File: src/rtl/npu_layer_sequencer.sv
// npu_layer_sequencer: autonomous inference controller.
// Runs one conv1 pass, CHAN accumulated conv2 passes, FC1_GROUPS FC1 weight
// groups and the FC2 finish.
// Each weight set is fetched through a w_req/w_ack handshake before its pass.
// Optional feature: define SEQ_TIMEOUT_EN to enable the per-state watchdog
// and the ERR state. Without it, err is tied low and states wait forever.
module npu_layer_sequencer #(
  parameter int CHAN        = 10,
  parameter int CONV1_LAST  = 182,
  parameter int CONV2_LAST  = 132,
  parameter int FC1_GROUPS  = 330,
  parameter int TIMEOUT_CYC = 4096
) (
  input  logic       clk,
  input  logic       rst_ni,
  input  logic       start,
  input  logic       abort,
  input  logic [7:0] conv_addr,
  input  logic       conv_pixel_valid,
  output logic       conv_trigger,
  output logic       conv_clear,
  output logic       conv_layer,
  output logic       psum_save,
  output logic       psum_clear,
  output logic       w_req,
  input  logic       w_ack,
  output logic [1:0] w_kind,
  output logic [8:0] w_idx,
  output logic       fc_start,
  output logic       fc_next,
  input  logic       fc_valid,
  input  logic       fc_done,
  output logic       busy,
  output logic       done,
  output logic       err,
  output logic [3:0] state_o
);

  typedef enum logic [3:0] {
    IDLE      = 4'd0,
    C1_WLOAD  = 4'd1,
    C1_RUN    = 4'd2,
    C1_DRAIN  = 4'd3,
    C2_WLOAD  = 4'd4,
    C2_RUN    = 4'd5,
    C2_DRAIN  = 4'd6,
    FC_WLOAD  = 4'd7,
    FC_RUN    = 4'd8,
    FC_FINISH = 4'd9,
    DONE      = 4'd10,
    ERR       = 4'd11
  } state_t;

  localparam logic [7:0] C1_END   = 8'(CONV1_LAST);
  localparam logic [7:0] C2_END   = 8'(CONV2_LAST);
  localparam logic [8:0] CHAN_END = 9'(CHAN - 1);
  localparam logic [8:0] GRP_END  = 9'(FC1_GROUPS - 1);

  state_t     state;
  logic [8:0] chan_cnt;
  logic [8:0] grp_cnt;
  logic       wd_hit;

  assign state_o   = state;
  // Pixel accumulation is combinational so the save lines up with the pixel.
  assign psum_save = conv_pixel_valid && (state == C2_RUN);

`ifdef SEQ_TIMEOUT_EN
  localparam int             WD_W    = $clog2(TIMEOUT_CYC + 1);
  localparam logic [WD_W-1:0] WD_LAST = WD_W'(TIMEOUT_CYC - 1);

  logic [WD_W-1:0] wd_cnt;
  state_t          wd_state;
  logic            wd_counting;
  logic            err_r;

  assign wd_counting = !(state inside {IDLE, DONE, ERR});
  // wd_cnt holds the number of completed cycles spent in wd_state.
  assign wd_hit      = wd_counting && (state == wd_state) && (wd_cnt == WD_LAST);
  assign err         = err_r;

  // Watchdog: restarts on every state change, saturates otherwise.
  always_ff @(posedge clk or negedge rst_ni) begin
    if (!rst_ni) begin
      wd_cnt   <= '0;
      wd_state <= IDLE;
    end else begin
      wd_state <= state;
      if (!wd_counting)
        wd_cnt <= '0;
      else if (state != wd_state)
        wd_cnt <= WD_W'(1);
      else if (wd_cnt != {WD_W{1'b1}})
        wd_cnt <= wd_cnt + WD_W'(1);
    end
  end
`else
  assign wd_hit = 1'b0;
  assign err    = 1'b0;
`endif

  // Main sequencer FSM; every strobe is registered and set on the transition
  // so it is high during the first cycle of the new state.
  always_ff @(posedge clk or negedge rst_ni) begin
    if (!rst_ni) begin
      state        <= IDLE;
      chan_cnt     <= '0;
      grp_cnt      <= '0;
      conv_trigger <= 1'b0;
      conv_clear   <= 1'b0;
      conv_layer   <= 1'b0;
      psum_clear   <= 1'b0;
      w_req        <= 1'b0;
      w_kind       <= '0;
      w_idx        <= '0;
      fc_start     <= 1'b0;
      fc_next      <= 1'b0;
      busy         <= 1'b0;
      done         <= 1'b0;
`ifdef SEQ_TIMEOUT_EN
      err_r        <= 1'b0;
`endif
    end else begin
      conv_trigger <= 1'b0;
      conv_clear   <= 1'b0;
      psum_clear   <= 1'b0;
      fc_start     <= 1'b0;
      fc_next      <= 1'b0;
      done         <= 1'b0;
      if (abort && state != IDLE) begin
        state      <= IDLE;
        conv_clear <= 1'b1;
        conv_layer <= 1'b0;
        w_req      <= 1'b0;
        busy       <= 1'b0;
      end else if (wd_hit) begin
        state      <= ERR;
        conv_clear <= 1'b1;
        conv_layer <= 1'b0;
        w_req      <= 1'b0;
        busy       <= 1'b0;
`ifdef SEQ_TIMEOUT_EN
        err_r      <= 1'b1;
`endif
      end else begin
        case (state)
          IDLE, DONE, ERR: begin
            if (start) begin
              state      <= C1_WLOAD;
              chan_cnt   <= '0;
              grp_cnt    <= '0;
              psum_clear <= 1'b1;
              busy       <= 1'b1;
              conv_layer <= 1'b0;
              w_req      <= 1'b1;
              w_kind     <= 2'd0;
              w_idx      <= '0;
`ifdef SEQ_TIMEOUT_EN
              err_r      <= 1'b0;
`endif
            end else if (state == DONE) begin
              state <= IDLE;
            end
          end
          C1_WLOAD: if (w_ack) begin
            w_req        <= 1'b0;
            conv_trigger <= 1'b1;
            state        <= C1_RUN;
          end
          C1_RUN: if (conv_addr == C1_END) begin
            conv_clear <= 1'b1;
            state      <= C1_DRAIN;
          end
          C1_DRAIN: begin
            w_req  <= 1'b1;
            w_kind <= 2'd1;
            w_idx  <= chan_cnt;
            state  <= C2_WLOAD;
          end
          C2_WLOAD: if (w_ack) begin
            w_req        <= 1'b0;
            conv_trigger <= 1'b1;
            conv_layer   <= 1'b1;
            state        <= C2_RUN;
          end
          C2_RUN: if (conv_addr == C2_END) begin
            conv_clear <= 1'b1;
            state      <= C2_DRAIN;
          end
          C2_DRAIN: begin
            w_req <= 1'b1;
            if (chan_cnt == CHAN_END) begin
              // Last channel: counter stays saturated, hand over to FC1.
              conv_layer <= 1'b0;
              w_kind     <= 2'd2;
              w_idx      <= grp_cnt;
              state      <= FC_WLOAD;
            end else begin
              chan_cnt <= chan_cnt + 9'd1;
              w_kind   <= 2'd1;
              w_idx    <= chan_cnt + 9'd1;
              state    <= C2_WLOAD;
            end
          end
          FC_WLOAD: if (w_ack) begin
            w_req <= 1'b0;
            if (grp_cnt == '0)
              fc_start <= 1'b1;
            else
              fc_next  <= 1'b1;
            state <= FC_RUN;
          end
          FC_RUN: if (fc_valid) begin
            if (grp_cnt == GRP_END) begin
              state <= FC_FINISH;
            end else begin
              grp_cnt <= grp_cnt + 9'd1;
              w_req   <= 1'b1;
              w_kind  <= 2'd2;
              w_idx   <= grp_cnt + 9'd1;
              state   <= FC_WLOAD;
            end
          end
          FC_FINISH: if (fc_done) begin
            done  <= 1'b1;
            busy  <= 1'b0;
            state <= DONE;
          end
          default: state <= IDLE;
        endcase
      end
    end
  end

endmodule

File: config.mk
export PLATFORM = sky130hd
export DESIGN_NAME = npu_layer_sequencer
export DESIGN_NICKNAME = d
export VERILOG_FILES = /design/src/rtl/npu_layer_sequencer.sv
export SDC_FILE = /design/constraint.sdc
export NUM_CORES = 1
export LEC_CHECK = 0
export CAP_MARGIN = 10
export CORE_AREA = 2 2 86 88
export CTS_BUF_LIST = sky130_fd_sc_hd__clkbuf_8
export CTS_CLUSTER_SIZE = 14
export DETAILED_ROUTE_END_ITERATION = 10
export DIE_AREA = 0 0 88 90
export PLACE_DENSITY_LB_ADDON = 0.12
export SKIP_LAST_GASP = 1
export SYNTH_ARGS = -nofsm -noshare
export SYNTH_HDL_FRONTEND = slang
export SYNTH_SLANG_ARGS = --single-unit
File: constraint.sdc
create_clock -name clk -period 3.7 [get_ports clk]
set_input_delay 0.74 -clock clk [delete_from_list [all_inputs] [get_ports clk]]
set_output_delay 0.74 -clock clk [all_outputs]
set_load 0.02 [all_outputs]
==> run_results.csv <==
group,metric,value,unit
run_status,outcome,"complete, no violations",
floorplanning,boundaryPins,42,
routing,wl_met1,3810,µm
routing,dr_wl_met3,535,µm
synth,yosysUniqueCellTypes,67,
synth,avgSynthCellArea,8.85,µm²
layout,final_util,0.503,
clock_tree,clockRootBuffer,"clkbuf_8",
sta,hold_ws,0.482,ns
clock_tree,clockBufferDepth,2,
routing,post-route-drc-count,0,
global_route,grtUsageTotal,0.218,
global_route,overflow,0,
sta,slew_headroom,0.377,
sta,hold_viol,0,
synth,yosysTopAreaCell,"dfrtp_1",
run,maxCapViolCount,0,
sta,clock_skew,0.00539,ns
layout,diodes,0,
layout,drive_above_1_share,0.0976,
worst_setup_path,worstPathArrival,2.41,ns
sta,rsz0062_at_grt,"false",
clock_tree,cts_setup_buffers,0,
floorplanning,core,0.00702,mm²
global_route,antenna_found_initial,0,
clock_tree,cts_tree,"built",
synth,synth-edff-count,0,
routing,highest_layer,"met4",
synth,yosysSeqAreaShare,0.348,
worst_setup_path,crit_fanout,16,
layout,area_delta_synth_final,17.2,%
sta,setup_viol,0,
synth,syn_inst,341,
placed_design,port_buffers,40,
sta,period_minus_slack,3.15,ns
synth,synth-seq-cells,42,
worst_setup_path,critPathLaunchType,"flip-flop",
worst_setup_path,worstPathRequired,2.96,ns
global_route,grt_max_degree,43,
routing,wl_met2,3990,µm
clock_tree,numClockSinks,42,
floorplanning,start_util,0.430,
synth,synth-main-ff-cell,"dfrtp_1",
sta,fmax,0.318,GHz
worst_setup_path,crit_path_end_kind,"primary output",
synth,netlist_area,0.00302,mm²
power_and_ir_drop,peakVddDrop,0.184,mV
power_and_ir_drop,p_leak,1.34,nW
clock_tree,cts_inserted_buffers,5,
synth,async_flop_share,1.00,
floorplanning,fp.dieW,88,µm
floorplanning,rows,31,
routing,via_per_inst,6.11,
floorplanning,die_h,90,µm
floorplanning,dieArea,0.00792,mm²
power_and_ir_drop,p_per_area,520,mW/mm²
synth,synth_top_area_frac,0.348,
routing,drt-total-wl,8450,µm
min_path,hold_class,"flip-flop to flip-flop",
routing,vias,2858,
clock_tree,h-tree-depth,2,
sta,fin_crit_sh,0.851,
global_route,first_global_vias,2725,
clock_tree,cts_hold_buf,0,
clock_tree,ctsResizeCount,0,
sta,worst_pin_slew,0.934,ns
layout,nets,389,
synth,syn_nets,362,
sta,slew_violations,0,
worst_setup_path,crit_type,"flip-flop to primary output",
routing,wire_per_inst,18.1,µm
synth,synth_area_leaders,"dfrtp_1 (35%), o21ai_0 (6.0%), a21oi_1 (3.8%)",
clock_tree,clk_latency,0.30,ns
sta,finalSetupTns,0,ns
routing,ant_nets,0,
synth,yosys_warnings,0,
placed_design,dp_hpwl,6200,µm
global_route,grt_pass1_wl,13800,µm
placed_design,gp_congestion,0.952,
routing,drt_iter0_drc,233,
clock_tree,path_clk_slew,0.08,ns
routing,first_pass_iters,5,
through the flow:
stage | worst slack (ns) | cell area, µm² | total power [mW] | instances
3_3_place_gp | 0.759 | 3450 | 1.53 | 460
5_1_grt | 0.410 | 3530 | 1.95 | 468
4_1_cts | 0.557 | 3530 | 1.84 | 468
6_report | 0.551 | 3530 | 1.84 | 468
3_5_place_dp | 0.707 | 3450 | 1.54 | 460
2_1_floorplan | 1.39 | 3020 | 1.28 | 341
synth_stat cells (3+ instances only):
master,number
a21boi_0,3
a21o_1,5
a21oi_1,23
a22o_1,9
and2_1,3
buf_2,11
clkbuf_1,7
dfrtp_1,42
ha_1,5
inv_1,8
mux2_2,5
mux2i_1,4
nand2_1,26
nand2b_1,6
nand3_1,15
nand4_1,4
nor2_1,13
nor2b_1,6
nor3_1,12
nor4_1,9
o21a_1,3
o21ai_0,36
o21ai_1,3
o2bb2ai_1,10
o31ai_1,6
or2_2,4
or3_1,4
or4_1,5
xnor2_1,4
power breakdown:
group | internal, mW | total [mW] | switching (mW) | leakage (nW)
Combinational | 0.397 | 0.959 | 0.562 | 0.718
Sequential | 0.508 | 0.581 | 0.0730 | 0.577
Clock | 0.131 | 0.297 | 0.167 | 0.0493
Total | 1.04 | 1.84 | 0.802 | 1.34
logic make-up (layout without fill, tap and decap cells):
kind of cell | after synthesis | in the layout | share of synthesized area
buffers and inverters | 33 | 61 | 0.0514
xor gates and xnor gates | 5 | 5 | 0.0145
other | 1 | 1 | 0.00124
adders and majority gates | 5 | 5 | 0.0207
and+or+nand+nor | 122 | 122 | 0.233
muxes | 10 | 10 | 0.0357
DFF | 42 | 42 | 0.348
AOI/OAI and AO/OA | 123 | 123 | 0.295
layer usage:
layer  track usage  up-vias
met3        0.0349       12
met2         0.352      104
li1              -     1342
met1         0.305     1400
met5             0        -
met4        0.0526        0
flip-flops by register name, indices dropped and copies added, names as in the netlist:
signal	flops
psum_clear	1
w_kind	2
fc_start	1
conv_layer	1
w_idx	9
w_req	1
conv_trigger	1
grp_cnt	9
chan_cnt	9
state_o	4
fc_next	1
busy	1
conv_clear	1
done	1
cell type report:
cell class                 count  area [µm²]
clock buffer                   5        68.8
clock inverter                 3        17.5
fill                         654        3490
inverter                       8        30.0
multi-input combinational    266        1810
sequential                    42        1050
tap                           99         124
timing repair buffer          45         433
worst max-delay path, stage by stage (launching register included):
cell and delay (ns):
dfrtp_1 0.70, inv_1 0.25, nor3_1 0.39, and2_1 0.18, clkdlybuf4s50_1 0.59
path summary, 6_finish.rpt:
path | startpoint | to | slack (ns) | cells past startpoint
min reg2reg | busy$_DFFE_PN0P_ | busy$_DFFE_PN0P_ | 0.48 | 1
min in group asynchronous | rst_ni | w_kind[0]$_DFFE_PN0P_ | 0.58 | 1
min | busy$_DFFE_PN0P_ | busy$_DFFE_PN0P_ | 0.48 | 1
max reg2reg | grp_cnt[7]$_DFFE_PN0P_ | w_kind[1]$_DFFE_PN0P_ | 1.07 | 5
max in group asynchronous | rst_ni | chan_cnt[1]$_DFFE_PN0P_ | 2.54 | 1
max | state_o[0]$_DFFE_PN0P_ | psum_save | 0.55 | 4
cells in the final DEF, fill, tap and decap left out, types with 2 or more instances in the layout:
cell type / n
o21ai_0: 36
nand3_1: 15
o211ai_2: 2
nor3_1: 12
a21oi_1: 23
ha_1: 5
nand2b_1: 6
mux2i_1: 4
or4_1: 5
and2_1: 3
a21boi_0: 3
o211ai_1: 2
o21a_1: 3
nor3b_1: 2
xnor2_1: 4
dfrtp_1: 42
or3_1: 4
nor4_1: 9
or4_4: 2
o211a_1: 2
a32o_1: 2
nand2_1: 26
a221oi_1: 2
o31ai_1: 6
or2_2: 4
buf_4: 5
nor2b_1: 6
a21o_1: 5
nor2_1: 13
o2bb2ai_1: 10
o21ai_1: 3
clkdlybuf4s50_1: 39
inv_1: 9
clkbuf_8: 5
and3_1: 2
mux2_2: 5
o2111a_1: 2
a22o_1: 9
nand4_1: 4
No activity file was read; power rests on OpenSTA's default activity.
